`config.mk`:
```
export PLATFORM = sky130hd
export DESIGN_NAME = crypt_stall_controller
export DESIGN_NICKNAME = d
export VERILOG_FILES = /design/src/rtl/crypt_ctrl_pkg.sv /design/src/rtl/stall_timeout_counter.sv /design/src/rtl/crypt_stall_controller.sv
export SDC_FILE = /design/constraint.sdc
export NUM_CORES = 1
export LEC_CHECK = 0
export CAP_MARGIN = 30
export CORE_AREA = 3 3 40 42
export DETAILED_ROUTE_END_ITERATION = 7
export DIE_AREA = 0 0 43 45
export SETUP_SLACK_MARGIN = 0.5
export SLEW_MARGIN = 15
export SYNTH_ARGS = -nofsm -noshare
export SYNTH_HDL_FRONTEND = slang
export SYNTH_HIERARCHICAL = 1
export SYNTH_SLANG_ARGS = --single-unit
```
`constraint.sdc`:
```
create_clock -name clk -period 3 [get_ports clk]
set_input_delay 0.75 -clock clk [delete_from_list [all_inputs] [get_ports clk]]
set_output_delay 0.75 -clock clk [all_outputs]
set_load 0.02 [all_outputs]
```
`src/rtl/crypt_ctrl_pkg.sv`:
```
// Shared definitions for the crypt stall sequencer and the decode logic
// that raises crypt_req.
package crypt_ctrl_pkg;

  typedef enum logic [2:0] {
    ST_IDLE  = 3'd0,
    ST_START = 3'd1,
    ST_WAIT  = 3'd2,
    ST_WB    = 3'd3,
    ST_ABORT = 3'd4
  } crypt_state_e;

  // RegWriteSrc value that selects the crypt result; decode compares against it.
  localparam logic [1:0] RWSRC_CRYPT = 2'b11;

endpackage

```
`src/rtl/stall_timeout_counter.sv`:
```
// Cycle counter for the crypt WAIT state; expired flags the last permitted
// wait cycle (count == LIMIT-1).
module stall_timeout_counter #(
  parameter int unsigned LIMIT = 64,
  parameter int unsigned CNT_W = 7
) (
  input  logic             clk,
  input  logic             rst,
  input  logic             clr,
  input  logic             en,
  output logic [CNT_W-1:0] count,
  output logic             expired
);

  logic [CNT_W-1:0] count_reg;

  always_ff @(posedge clk) begin
    if (rst || clr) begin
      count_reg <= '0;
    end else if (en) begin
      count_reg <= count_reg + 1'b1;
    end
  end

  assign count   = count_reg;
  assign expired = (count_reg == CNT_W'(LIMIT - 1));

endmodule

```
`src/rtl/crypt_stall_controller.sv`:
```
// Stalls the core around a multi-cycle crypt operation and releases one
// write-back cycle. Optional WAIT timeout/abort under CRYPT_STALL_TIMEOUT_EN.
module crypt_stall_controller
  import crypt_ctrl_pkg::*;
#(
  parameter int unsigned TIMEOUT_CYCLES = 64,
  parameter int unsigned CNT_W          = 7
) (
  input  logic       clk,
  input  logic       rst,
  input  logic       crypt_req,
  input  logic       crypt_done,
  output logic       crypt_start,
  output logic       stall,
  output logic       crypt_wb,
  output logic       crypt_timeout,
  output logic [2:0] state_dbg
);

  crypt_state_e state_reg, state_next;
  logic         timeout_hit;

`ifdef CRYPT_STALL_TIMEOUT_EN
  logic [CNT_W-1:0] timeout_count;
  logic             timeout_expired;
  logic             timeout_reg;

  // Cleared while in START so the first WAIT cycle sees count 0.
  stall_timeout_counter #(
    .LIMIT (TIMEOUT_CYCLES),
    .CNT_W (CNT_W)
  ) u_timeout (
    .clk     (clk),
    .rst     (rst),
    .clr     (state_reg == ST_START),
    .en      (state_reg == ST_WAIT),
    .count   (timeout_count),
    .expired (timeout_expired)
  );

  assign timeout_hit = timeout_expired && (timeout_count != '0);

  always_ff @(posedge clk) begin
    if (rst) begin
      timeout_reg <= 1'b0;
    end else if (state_reg == ST_ABORT) begin
      timeout_reg <= 1'b1;
    end
  end

  assign crypt_timeout = timeout_reg;
`else
  assign timeout_hit   = 1'b0;
  assign crypt_timeout = 1'b0;
`endif

  always_ff @(posedge clk) begin
    if (rst) begin
      state_reg <= ST_IDLE;
    end else begin
      state_reg <= state_next;
    end
  end

  always_comb begin
    state_next  = state_reg;
    stall       = 1'b0;
    crypt_start = 1'b0;
    crypt_wb    = 1'b0;
    case (state_reg)
      ST_IDLE: begin
        stall = crypt_req;
        if (crypt_req) state_next = ST_START;
      end
      ST_START: begin
        stall       = 1'b1;
        crypt_start = 1'b1;
        state_next  = ST_WAIT;
      end
      ST_WAIT: begin
        stall = 1'b1;
        // A done on the expiry cycle still wins over the abort.
        if (crypt_done)       state_next = ST_WB;
        else if (timeout_hit) state_next = ST_ABORT;
      end
      ST_WB: begin
        crypt_wb   = 1'b1;
        state_next = ST_IDLE;
      end
      ST_ABORT: state_next = ST_IDLE;
      default:  state_next = ST_IDLE;
    endcase
    if (rst) begin
      stall       = 1'b0;
      crypt_start = 1'b0;
      crypt_wb    = 1'b0;
    end
  end

  assign state_dbg = state_reg;

endmodule

```
==> impl_metrics.toml, run 1 <==
[critical_path]
cp.required_ps = 2250
crit_path_end_kind = "output pin"
cpLargestDelayFamily = "buffers and inverters"
crit_arrival_ps = 1680
crit_chain = "clkdlybuf4s50_1 -> nor3_1 -> clkbuf_2"
startpoint_type = "primary input"
critPathMaxStageDelay_ps = 500
cpMaxStageDelayCell = "clkdlybuf4s50_1"
criticalPathCategory = "primary input to output pin"
critical_path_buf_inv_count = 2
critPathMaxFanout = 7

[global_routing]
overflow = 0
antenna_found_initial = 0
grt_first_pass_wirelength_um = 655
grt_pass1_vias = 171
grt_usage = 0.0466
grt_start_max_net_pins = 8

[synthesis]
synth-seq-area-share = 0.176
yosysWarnings = 6
avgSynthCellArea_um2 = 8.76
synthesis.area_um2 = 228
syn_inst = 26
yosysUniqueCellTypes = 14
ys_ff_latch = 2

[placed_design]
portBuffers = 8
place_hpwl_um = 317
place_congestion = 0.670

[run]
cap_violations = 0

[detailed_routing]
dr.pass1.iters = 4
wirelength_um = 415
drt-initial-drc-count = 6
post_drt_wl_per_cell_um = 8.14
route.detailed.drc = 0
vias_per_cell = 3.63
vias = 185
ant_nets = 0

[min_path]
hold_class = "flip-flop to flip-flop"

[clock_network]
clkSlewWorstSetupHoldPaths_ps = 30
cts.htree.levels = 1
numCtsBuffers = 3
cts_root_buf = "clkbuf_4"
cts_buffer_depth = 2
cts.sinks = 2
cts_setup_buffers = 0
clock_latency_ps = 220
tritoncts = "built"

[power]
power.density_nw_per_um2 = 903
p_leak_nw = 0.179
ir_worst_vdd_mv = 0.386
power_uw = 291

[cells_and_area]
syn_to_final_growth_pct = 41.8
final_core_util = 0.251
largest_register_ffs = 2
final_cell_mix = "5 x ha_1, 5 x clkdlybuf4s50_1"
n_antenna_cell = 0
num-fill-cells = 145
fin_nets = 47
drive_gt1_frac = 0.222

[die]
dieArea_um2 = 1940
die_h_um = 45
core-area_um2 = 1280
ios = 11
start_util = 0.177
die_width_um = 43
rows = 13

[sta]
max_freq_ghz = 0.412
tns_ps = 0
post-route-min-period_ps = 2430
setup_viol = 0
clock_skew_ps = 2.25
hold_violations = 0
drv_slew = 0
fin_crit_sh = 0.809
rsz0062_at_grt = "no"

[status]
status = "finished, final reports clean"
## routing by layer
| layer | GRT usage | share of wire | vias to the layer above |
|---|---|---|---|
| met4 | 0.0361 | 0 | 0 |
| met3 | 0.0120 | 0.080 | 0 |
| met1 | 0.0647 | 0.47 | 81 |
| met5 | 0 | 0 | - |
| li1 | - | - | 97 |
| met2 | 0.0599 | 0.44 | 7 |
## synth_stat cells (all sizes together)
| cell type | instances | area [um2] |
|---|---|---|
| nor2b | 2 | 12.5 |
| nand2b | 3 | 18.8 |
| inv | 4 | 15.0 |
| a22oi | 1 | 21.3 |
| ha | 5 | 62.6 |
| conb | 1 | 3.75 |
| nor2 | 1 | 3.75 |
| nor3 | 1 | 5.00 |
| mux2i | 2 | 20.0 |
| buf | 2 | 15.0 |
| dfxtp | 2 | 40.0 |
| a21oi | 1 | 5.00 |
| o21ai | 1 | 5.00 |
## stage by stage
step	worst slack, ps	cell area (um2)	std cells	hold slack, ps
final	572	323	51	552
after floorplan	852	231	27	599
after CTS	434	334	51	568
after detailed placement	146	315	48	563
after global routing	518	323	51	624
after global placement	154	315	48	559
## kinds of logic after synthesis
kind of cell,after synthesis,share of synthesized area
buf+inv,6,0.132
mux,2,0.0879
fa+ha+maj,5,0.275
flops,2,0.176
other cells,1,0.0165
simple gates,7,0.176
compound gates,3,0.137
## repair_timing
item / in CTS / in global routing
gates resized for setup: 3 / 7
hold buffers: 0 / 0
endpoints found under the setup margin: 3 / 3
## tightest hold or removal path, delay by kind of cell (launching register included)
family	cells	cell delay (ps)
flops	1	350
simple gates	1	90
mux	1	60
## power by group
| part | switching [mW] | internal (mW) | total, mW | leakage, nW |
|---|---|---|---|---|
| sequential | 0.0199 | 0.0395 | 0.0594 | 0.0166 |
| clock | 0.0141 | 0.0440 | 0.0581 | 0.0138 |
| combinational | 0.0931 | 0.0808 | 0.174 | 0.149 |
| total | 0.127 | 0.164 | 0.291 | 0.179 |
## worst paths after layout
path	from	end	slack, ps	cells after the start
hold / removal	state_dbg[1]$_SDFFE_PP0P_	state_dbg[1]$_SDFFE_PP0P_	550	2
hold reg to reg	state_dbg[1]$_SDFFE_PP0P_	state_dbg[1]$_SDFFE_PP0P_	550	2
setup reg to reg	state_dbg[0]$_SDFFE_PP0P_	state_dbg[0]$_SDFFE_PP0P_	1750	4
setup / recovery	rst	stall	570	3
## cell type report
class | instances | area, um2 | share of cell area
multi-input cells | 19 | 161 | 0.500
repair buffers | 8 | 65.1 | 0.202
flip-flops and latches | 2 | 40.0 | 0.124
clock buffers | 3 | 22.5 | 0.0698
well taps | 15 | 18.8 | 0.0581
inverters | 4 | 15.0 | 0.0465
Note: power is estimated with default switching activity, not from simulation.
==> inputs of run 2 (changes only) <==
==> constraint.sdc (replaced) <==
create_clock -name clk -period 2.5 [get_ports clk]
set_input_delay 0.625 -clock clk [delete_from_list [all_inputs] [get_ports clk]]
set_output_delay 0.625 -clock clk [all_outputs]
set_load 0.02 [all_outputs]
==> impl_metrics.toml, run 2 (synthesized netlist as in run 1, its figures left out) <==
[sta]
clock_skew_ps = 1.33
whs_ps = 522
setup_ws_ps = 569
post-route-min-period_ps = 1930
fin_crit_sh = 0.772
hold_violations = 0
rsz0062_at_grt = "no"
max_freq_ghz = 0.518
drv_slew = 0
setup_viol = 0
tns_ps = 0

[power]
p_seq_frac = 0.204
power.density_nw_per_um2 = 1060
p_int_uw = 219
ir_worst_vdd_mv = 0.328
combPwrFrac = 0.610
p_clk_frac = 0.186
p_sw_uw = 164
power_uw = 383
p_leak_nw = 0.196
p_sw_frac = 0.429

[global_routing]
grt_usage = 0.0582
grt_first_pass_wirelength_um = 738
grt_start_max_net_pins = 7
antenna_found_initial = 0
grt_pass1_vias = 191
overflow = 0

[cells_and_area]
fin_nets = 48
syn_to_final_growth_pct = 58.2
num-fill-cells = 139
largest_register_ffs = 2
n_antenna_cell = 0
final_cell_mix = "5 x ha_1, 3 x inv_1, 3 x nand2b_1, 3 x clkbuf_4, 3 x clkdlybuf4s50_1"
instances_no_fill = 52
drive_gt1_frac = 0.351
final_common_cell = "ha_1"

[clock_network]
cts.sinks = 2
cts_hold_buf = 0
clock_latency_ps = 220
cts_root_buf = "clkbuf_4"
tritoncts = "built"
clkSlewWorstSetupHoldPaths_ps = 30
cts_buffer_depth = 2
cts.htree.levels = 1
numCtsBuffers = 3

[detailed_routing]
vias = 187
drt-initial-drc-count = 2
ant_nets = 0
vias_per_cell = 3.60
wirelength_um = 462
post_drt_wl_per_cell_um = 8.88
route.detailed.drc = 0
dr.pass1.iters = 2

[placed_design]
post-place-cells = 49
place_hpwl_um = 336
place_congestion = 0.668
portBuffers = 8
dp_slack_ps = -47.7

[die]
core-area_um2 = 1280
dieArea_um2 = 1940
ios = 11
start_util = 0.177
die_h_um = 45
rows = 13
die_width_um = 43

[critical_path]
startpoint_type = "flip-flop"
criticalPathCategory = "flip-flop to output pin"
r2r_cells = 4
critPathMaxStageDelay_ps = 370
critPathMaxFanout = 6
crit_chain = "inv_1 -> ha_1 -> a21oi_2 -> nor3_2 -> buf_4"
crit_path_end_kind = "output pin"
crit_arrival_ps = 1310
cp.required_ps = 1880
cpMaxStageDelayCell = "dfxtp_2"

[run]
cap_violations = 0

[min_path]
hold_class = "flip-flop to flip-flop"
worstHoldPathCells = 2

[status]
status = "finished, final reports clean"
run 2: changes by cell type in the layout (fill, tap and decap cells not counted), sizes merged:
cell / delta
dlygate4sd2: +1
buf: +2
clkbuf: -3
dlymetal6s2s: +1
clkdlybuf4s50: -2
clkdlybuf4s15: +2
run 2: worst max-delay path: cells and delay by family (launching register included):
family / cells / cell delay [ps]
AO/OA/AOI/OAI: 1 / 130
buffers and inverters: 2 / 230
adder cells (fa/ha/maj): 1 / 310
flip-flops: 1 / 370
AND/OR/NAND/NOR: 1 / 40
run 2: repair_timing:
action                     in CTS  in global routing
setup endpoints to repair       3                  2
resized for setup              11                  6
buffers inserted                0                  0
pin swaps                       0                  0
run 2: worst paths after layout:
check | end | slack (ps) | start
setup / recovery | stall | 570 | state_dbg[1]$_SDFFE_PP0P_
hold / removal | state_dbg[1]$_SDFFE_PP0P_ | 520 | state_dbg[1]$_SDFFE_PP0P_
setup reg to reg | state_dbg[1]$_SDFFE_PP0P_ | 1320 | state_dbg[1]$_SDFFE_PP0P_
hold reg to reg | state_dbg[1]$_SDFFE_PP0P_ | 520 | state_dbg[1]$_SDFFE_PP0P_
run 2: metrics by stage:
| stage | utilization | cell area [um2] |
|---|---|---|
| floorplan | - | 236 |
| global placement | 0.255 | 328 |
| detailed placement | 0.255 | 328 |
| CTS | 0.270 | 347 |
| global route | 0.280 | 360 |
| finish | 0.280 | 360 |
run 2: layout make-up:
cell class / instances / area (um2) / area share
Clock buffer: 3 / 22.5 / 0.0625
Inverter: 4 / 15.0 / 0.0417
Multi-Input combinational cell: 19 / 170 / 0.472
Sequential cell: 2 / 45.0 / 0.125
Tap cell: 15 / 18.8 / 0.0521
Timing Repair Buffer: 9 / 88.8 / 0.247
run 2: per-layer routing:
metal,global-route usage,wire length (um),up-vias
li1,-,-,101
met1,0.0576,214,81
met2,0.0719,210,5
met3,0.0398,37,0
met4,0.0723,0,0
met5,0,0,-
run 2: power groups by stage:
stage	sequential, mW	combinational [mW]	clock, mW
3_5_place_dp	0.0738	0.230	0
5_1_grt	0.0832	0.252	0.0836
4_1_cts	0.0734	0.223	0.0767
6_report	0.0781	0.233	0.0713
3_3_place_gp	0.0732	0.229	0
2_1_floorplan	0.0848	0.138	0
==> inputs of run 3 (changes only) <==
==> constraint.sdc (replaced) <==
create_clock -name clk -period 1.7 [get_ports clk]
set_input_delay 0.425 -clock clk [delete_from_list [all_inputs] [get_ports clk]]
set_output_delay 0.425 -clock clk [all_outputs]
set_load 0.02 [all_outputs]
==> impl_metrics.toml, run 3 (synthesized netlist as in run 1, its figures left out) <==
[power]
p_sw_uw = 338
p_clk_frac = 0.122
power.density_nw_per_um2 = 1770
p_seq_frac = 0.133
ir_worst_vdd_mv = 0.724
p_sw_frac = 0.398
p_leak_nw = 0.238
combPwrFrac = 0.745
p_int_uw = 512

[min_path]
hold_class = "flip-flop to flip-flop"

[global_routing]
overflow = 0
grt_pass1_vias = 248
grt_usage = 0.0682
antenna_found_initial = 0
grt_start_max_net_pins = 8
grt_first_pass_wirelength_um = 945

[critical_path]
crit_path_end_kind = "output pin"
criticalPathCategory = "flip-flop to output pin"
regToRegSetupSlack_ps = 550
critPathMaxFanout = 3
crit_arrival_ps = 1180
cpMaxStageDelayCell = "dfxtp_4"
cpLargestDelayFamily = "flip-flops"
critPathMaxStageDelay_ps = 360
cp.required_ps = 1270
crit_chain = "inv_4 -> ha_4 -> a21oi_2 -> nor3_4 -> buf_6"
startpoint_type = "flip-flop"
critical_path_buf_inv_count = 2

[sta]
fin_crit_sh = 0.946
rsz0062_at_grt = "yes"
post-route-min-period_ps = 1610
whs_ps = 674
setup_viol = 0
drv_slew = 0
max_freq_ghz = 0.622
clock_skew_ps = 3.68
tns_ps = 0
hold_violations = 0

[clock_network]
cts_buffer_depth = 2
cts.sinks = 2
numCtsBuffers = 3
clkSlewWorstSetupHoldPaths_ps = 30
cts.htree.levels = 1
cts_hold_buf = 0
clock_latency_ps = 220
tritoncts = "built"
cts_root_buf = "clkbuf_4"

[die]
dieArea_um2 = 1940
die_h_um = 45
core-area_um2 = 1280
rows = 13
ios = 11
die_width_um = 43
start_util = 0.177

[detailed_routing]
vias_per_cell = 3.79
ant_nets = 0
drt-initial-drc-count = 4
route.detailed.drc = 0
post_drt_wl_per_cell_um = 9.88
vias = 220
dr.pass1.iters = 4
wirelength_um = 573

[cells_and_area]
fin_nets = 54
final_core_util = 0.374
final_common_cell = "buf_6"
largest_register_ffs = 2
syn_to_final_growth_pct = 111
ff_latch_area_um2 = 47.5
instances_no_fill = 58
n_antenna_cell = 0
drive_gt1_frac = 0.651
multi_input_area_um2 = 224
final_cell_mix = "8 x buf_6, 4 x buf_4, 3 x nand2b_1, 3 x ha_4, 3 x clkbuf_4"
num-fill-cells = 135

[placed_design]
post-place-cells = 54
place_congestion = 0.702
portBuffers = 8

[run]
cap_violations = 0

[status]
status = "finished, final reports clean"
==> run 3: cell types whose count changed in the layout (fill, tap and decap cells not counted), sizes merged <==
cell	delta
dlygate4sd2	+1
clkdlybuf4s50	-2
clkdlybuf4s15	-2
dlymetal6s2s	-1
buf	+10
==> run 3: layout make-up <==
| class | count | share of cell area |
|---|---|---|
| Timing Repair Buffer | 15 | 0.307 |
| Multi-Input combinational cell | 19 | 0.466 |
| Clock buffer | 3 | 0.0469 |
| Tap cell | 15 | 0.0391 |
| Sequential cell | 2 | 0.0990 |
| Inverter | 4 | 0.0417 |
==> run 3: metal layers <==
metal  global-route usage  wire length (um)
met1               0.0769               242
met2                0.102               293
met3               0.0159                37
met4               0.0723                 0
met5                    0                 0
==> run 3: path summary, 6_finish.rpt <==
path	cells after the start	endpoint	from
worst max-delay path	5	stall	state_dbg[0]$_SDFFE_PP0P_
worst min-delay path	3	state_dbg[1]$_SDFFE_PP0P_	state_dbg[1]$_SDFFE_PP0P_
worst max register to register	5	state_dbg[1]$_SDFFE_PP0P_	state_dbg[0]$_SDFFE_PP0P_
worst min register to register	3	state_dbg[1]$_SDFFE_PP0P_	state_dbg[1]$_SDFFE_PP0P_
==> run 3: worst min-delay path, stage by stage, from the launching register on <==
cell      delay (ps)
dfxtp_4          350
buf_4            150
nand2b_1          70
mux2i_1           60
==> run 3: repair_timing <==
action	4_1_cts	5_1_grt
buffers inserted	1	0
setup endpoints to repair	7	7
gates resized for setup	37	4
pin swaps	3	1
==> run 3: power groups by stage <==
stage | sequential (mW) | clock [mW] | combinational (mW)
2_1_floorplan | 0.142 | 0 | 0.282
3_3_place_gp | 0.104 | 0 | 0.519
3_5_place_dp | 0.104 | 0 | 0.521
4_1_cts | 0.108 | 0.111 | 0.588
5_1_grt | 0.116 | 0.112 | 0.672
6_report | 0.113 | 0.104 | 0.633
==> run 3: per-stage QoR <==
| stage | instance area (um2) | setup WS, ps | power [mW] |
|---|---|---|---|
| final | 480 | 91.1 | 0.850 |
| after global placement | 405 | -489 | 0.623 |
| after detailed placement | 405 | -510 | 0.626 |
| after CTS | 462 | 90.9 | 0.807 |
| after global routing | 480 | 53.6 | 0.900 |
| after floorplan | 277 | 272 | 0.424 |
